===== config.mk =====
export PLATFORM = sky130hd
export DESIGN_NAME = m_dm_access
export DESIGN_NICKNAME = d
export VERILOG_FILES = /design/src/rtl/m_dm_access.sv
export SDC_FILE = /design/constraint.sdc
export NUM_CORES = 1
export LEC_CHECK = 0
export CAP_MARGIN = 20
export CORE_ASPECT_RATIO = 0.75
export CORE_UTILIZATION = 42
export CTS_BUF_LIST = sky130_fd_sc_hd__clkbuf_8
export DETAILED_ROUTE_END_ITERATION = 8
export PLACE_DENSITY = 0.92
export RECOVER_POWER = 100
export SLEW_MARGIN = 20
export SYNTH_ARGS = -nofsm -noshare
export SYNTH_HDL_FRONTEND = slang
export SYNTH_SLANG_ARGS = --single-unit

===== constraint.sdc =====
create_clock -name clk -period 2.7 [get_ports clk]
set_input_delay 0.405 -clock clk [delete_from_list [all_inputs] [get_ports clk]]
set_output_delay 0.405 -clock clk [all_outputs]
set_load 0.1 [all_outputs]

===== src/rtl/m_dm_access.sv =====
// M-stage data-memory access controller: byte enables, lane-replicated store data,
// req/ack handshake with pipeline stall, and W-stage capture. Optional macro: DM_ADDR_EXC_EN.
module m_dm_access #(
  parameter int ADDR_W = 32
) (
  input  logic              clk,
  input  logic              reset,
  input  logic              valid_M,
  input  logic [3:0]        DM_Op_M,
  input  logic [ADDR_W-1:0] Addr_M,
  input  logic [31:0]       WData_M,
  output logic              stall_M,
  output logic              mem_req,
  output logic              mem_we,
  output logic [ADDR_W-1:0] mem_addr,
  output logic [3:0]        mem_byteen,
  output logic [31:0]       mem_wdata,
  input  logic              mem_ack,
  input  logic [31:0]       mem_rdata,
  output logic [3:0]        DM_Op_W,
  output logic [1:0]        A_W,
  output logic [31:0]       RData_W,
  output logic              exc_W
);

  // state | meaning
  // IDLE  | no access outstanding; M-stage op is decoded and issued or passed to W
  // WAIT  | request outstanding; M frozen until mem_ack
  typedef enum logic {IDLE, WAIT} state_t;

  state_t      state;
  logic [3:0]  op_q;
  logic [1:0]  a_q;
  logic [1:0]  a_m;
  logic        is_mem;
  logic        misalign;
  logic        issue;
  logic [3:0]  byteen_d;
  logic [31:0] wdata_d;

  assign a_m    = Addr_M[1:0];
  assign is_mem = valid_M && (DM_Op_M >= 4'd1) && (DM_Op_M <= 4'd6);

`ifdef DM_ADDR_EXC_EN
  always_comb begin
    misalign = 1'b0;
    case (DM_Op_M)
      4'd2, 4'd5: misalign = is_mem && a_m[0];
      4'd3, 4'd6: misalign = is_mem && (a_m != 2'd0);
      default:    misalign = 1'b0;
    endcase
  end
`else
  assign misalign = 1'b0;
`endif

  assign issue   = (state == IDLE) && is_mem && !misalign;
  assign stall_M = issue || ((state == WAIT) && !mem_ack);

  always_comb begin
    byteen_d = 4'b0000;
    wdata_d  = 32'd0;
    case (DM_Op_M)
      4'd1: begin
        byteen_d = 4'b0001 << a_m;
        wdata_d  = {4{WData_M[7:0]}};
      end
      4'd2: begin
        byteen_d = a_m[1] ? 4'b1100 : 4'b0011;
        wdata_d  = {2{WData_M[15:0]}};
      end
      4'd3: begin
        byteen_d = 4'b1111;
        wdata_d  = WData_M;
      end
      default: begin
        byteen_d = 4'b0000;
        wdata_d  = 32'd0;
      end
    endcase
  end

  always_ff @(posedge clk or negedge reset) begin
    if (!reset) begin
      state      <= IDLE;
      mem_req    <= 1'b0;
      mem_we     <= 1'b0;
      mem_addr   <= '0;
      mem_byteen <= 4'b0000;
      mem_wdata  <= 32'd0;
      op_q       <= 4'd0;
      a_q        <= 2'd0;
      DM_Op_W    <= 4'd0;
      A_W        <= 2'd0;
      RData_W    <= 32'd0;
      exc_W      <= 1'b0;
    end else begin
      case (state)
        IDLE: begin
          if (issue) begin
            state      <= WAIT;
            mem_req    <= 1'b1;
            mem_we     <= (DM_Op_M <= 4'd3);
            mem_addr   <= {Addr_M[ADDR_W-1:2], 2'b00};
            mem_byteen <= byteen_d;
            mem_wdata  <= wdata_d;
            op_q       <= DM_Op_M;
            a_q        <= a_m;
            DM_Op_W    <= 4'd0;
            A_W        <= 2'd0;
            RData_W    <= 32'd0;
            exc_W      <= 1'b0;
          end else if (misalign) begin
            DM_Op_W <= 4'd0;
            A_W     <= a_m;
            RData_W <= 32'd0;
            exc_W   <= 1'b1;
          end else begin
            DM_Op_W <= valid_M ? DM_Op_M : 4'd0;
            A_W     <= a_m;
            RData_W <= 32'd0;
            exc_W   <= 1'b0;
          end
        end
        WAIT: begin
          if (mem_ack) begin
            state   <= IDLE;
            mem_req <= 1'b0;
            DM_Op_W <= op_q;
            A_W     <= a_q;
            RData_W <= (op_q >= 4'd4) ? mem_rdata : 32'd0;
            exc_W   <= 1'b0;
          end else begin
            // stalled cycle: W sees a bubble so the instruction is not duplicated
            DM_Op_W <= 4'd0;
            A_W     <= 2'd0;
            RData_W <= 32'd0;
            exc_W   <= 1'b0;
          end
        end
        default: state <= IDLE;
      endcase
    end
  end

endmodule


==> results of run 1 <==
==> cells by family (layout without fill, tap and decap cells) <==
family	count (synthesis)	in the layout	synth area share
mux	38	38	0.118
simple gates	91	91	0.0992
compound gates	81	81	0.123
flops	113	113	0.619
other cells	1	3	0.000821
buf+inv	32	258	0.0392
==> metal layers <==
layer | up-vias | wire length (um)
met5 | - | 0
met1 | 1788 | 5310
met2 | 172 | 5850
met3 | 10 | 1270
met4 | 0 | 71
li1 | 1662 | -
==> flip-flops by register name (all words and copies together), names as in the netlist <==
register and flops:
A_W 2, DM_Op_W 4, RData_W 32, a_q 2, mem_addr 30, mem_byteen 4, mem_req 1, mem_wdata 32
mem_we 1, op_q 4, state 1
==> metrics by stage <==
| step | cell area [um^2] | setup WS [ps] | hold slack [ps] |
|---|---|---|---|
| floorplan | 4580 | 334 | 109 |
| global placement | 6540 | 302 | 454 |
| detailed placement | 6540 | 276 | 456 |
| CTS | 6980 | 253 | 482 |
| global route | 6430 | 185 | 511 |
| finish | 6430 | 209 | 475 |
==> power by group <==
group          internal [uW]  leakage (uW)  switching, uW
logic                    387       0.00115           2050
registers               1940       0.00147            135
clock network           1040      0.000221            671
==> cell usage after synthesis (all sizes together) <==
master	instances	area share
a221oi	8	0.015
dfrtp	113	0.62
a21boi	8	0.013
and3	1	0.0014
and2	34	0.047
o21ai	32	0.035
o21a	2	0.0033
a22o	19	0.036
nor3	3	0.0033
nor2	10	0.0082
or3b	1	0.0025
or3	2	0.0027
mux2	38	0.12
buf	12	0.023
nor2b	3	0.0041
conb	1	0.00082
inv	4	0.0033
a21oi	2	0.0022
nand2	37	0.030
a22oi	8	0.013
a32o	2	0.0044
clkbuf	16	0.013
==> what timing repair did <==
item,CTS,global route
setup endpoints to repair,0,0
gates resized for setup,0,0
endpoints found under the hold margin,6,0
hold buffers,1,0
==> cell type report <==
class | instances | area, um^2 | area share
Clock buffer | 19 | 262 | 0.0407
Clock inverter | 13 | 169 | 0.0263
Inverter | 4 | 15.0 | 0.00233
Multi-Input combinational cell | 213 | 1460 | 0.227
Sequential cell | 113 | 2830 | 0.440
Tap cell | 136 | 170 | 0.0265
Timing Repair Buffer | 222 | 1530 | 0.237
==> worst paths after layout <==
| kind | endpoint | slack, ps | cells after the start |
|---|---|---|---|
| worst max-delay path | stall_M | 210 | 5 |
| max in group asynchronous | mem_wdata[6] | 590 | 3 |
| worst min-delay path | mem_we | 480 | 2 |
| worst min register to register | mem_we | 480 | 2 |
| worst max register to register | mem_addr[17] | 310 | 4 |
| min in group asynchronous | mem_addr[23] | 760 | 2 |
==> worst register-to-register path, cell delays in order (launching register included) <==
cell and delay, ps:
dfrtp_1 430, or3b_4 430, or3_4 410, clkbuf_4 460
mux2_1 540
==> metrics.csv, run 1 <==
stage;metric;value;unit
status;status;completed;
die;die_w;122;um
pwr;powerDensity;967;nW/um^2
layout;final_common_cell;dfrtp_1;
placement;place_hpwl;9.02;mm
timing;setup_violations;0;
layout;stdcell_count;720;
setup_path;critPathKind;input pin to output port;
layout;utilization;0.618;
global_routing;track_usage;0.228;
drt;drtIter0Drc;226;
die;die_h;92.3;um
cts;cts_tree;built;
setup_path;cp_slowest_cell;dlygate4sd3_1;
setup_path;cp_data_arrival_time;2090;ps
yosys;syn_area_per_cell;12.8;um^2
timing;max_slew_margin;0.132;
timing;rsz0062_at_grt;false;
die;core;10400;um^2
placement;portBuffers;210;
timing;hold_viol;0;
global_routing;grt_pass1_vias;3693;
timing;maxClockFrequency;401;MHz
cts;clock-sinks;113;
placement;globalplace.congestion;0.870;
cts;clkSlewWorstSetupHoldPaths;60;ps
yosys;yosys_warnings;0;
timing;fin_crit;2490;ps
setup_path;cp.required;2300;ps
yosys;ys_types;27;
hold_path;hold_path_startpoint;mem_we;
yosys;synth_seq_cells;113;
setup_path;cp_num_buf_inv;2;
global_routing;grt_use_met1;0.303;
layout;final_cell_mix;dfrtp_1, clkbuf_1, clkdlybuf4s50_1;
drt;routedWlPerCell;17.4;um
pwr;irDropWorstVdd;0.427;mV
global_routing;met2_usage;0.344;
timing;final.setup.tns;0;ps
global_routing;grt_pass1_wl;19.3;mm
cts;h-tree-depth;4;
cts;cts_buffers;17;
timing;worst_pin_slew;1310;ps
timing;fin_skew;12.5;ps
global_routing;grt_max_degree;61;
timing;fin_crit_sh;0.923;
setup_path;path_cells;dlygate4sd3_1 -> and3_1 -> or3_4 -> o21ai_2 -> buf_12;
pwr;power;6220;uW
drt;antenna_left;0;
global_routing;met3_usage;0.0911;
cts;postCtsSetupBuffers;0;
cts;clockBufferDepth;2;
yosys;synth_area;4570;um^2
layout;syn2layout_area_growth;40.9;%
drt;via_per_inst;5.04;
setup_path;worstPathMaxFanout;6;
drt;drt-total-wl;12.5;mm
yosys;synth_cells;356;
drt;drtPass1Iterations;4;
die;start_util;0.439;
placement;dp_cells;687;
setup_path;crit_path_start;DM_Op_M[1];
global_routing;grt_busiest_layer;met2;
drt;vias;3632;
hold_path;hp-class;flip-flop to flip-flop;
die;num_rows;32;
run;cap_violations;0;
layout;diodes;0;
die;io_pins;214;
layout;layout-drive-gt1-share;0.0873;
cts;cts_root_buf;clkbuf_8;
timing;slew_viol_final;0;
setup_path;critical_path.max_stage_delay;670;ps
global_routing;antenna_found_initial;0;
setup_path;cp-end-kind;output port;
setup_path;startpoint_type;input pin;
layout;num-fill-cells;931;
drt;drc;0;
cts;clock_latency;420;ps
yosys;ys_seq_area_frac;0.619;
global_routing;overflow;0;
layout;nets;675;
setup_path;r2r-start;state;
die;die_area;11300;um^2
setup_path;cpLargestDelayFamily;buffers and inverters;
pwr;p_leak;0.00284;uW
(Power assumes the default switching activity.)
==> run 2, diff against run 1 <==
HOLD_SLACK_MARGIN = 0.12   (was default)
==> results of run 2 <==
The final DEF is identical to that of run 1; final timing and power are the same.
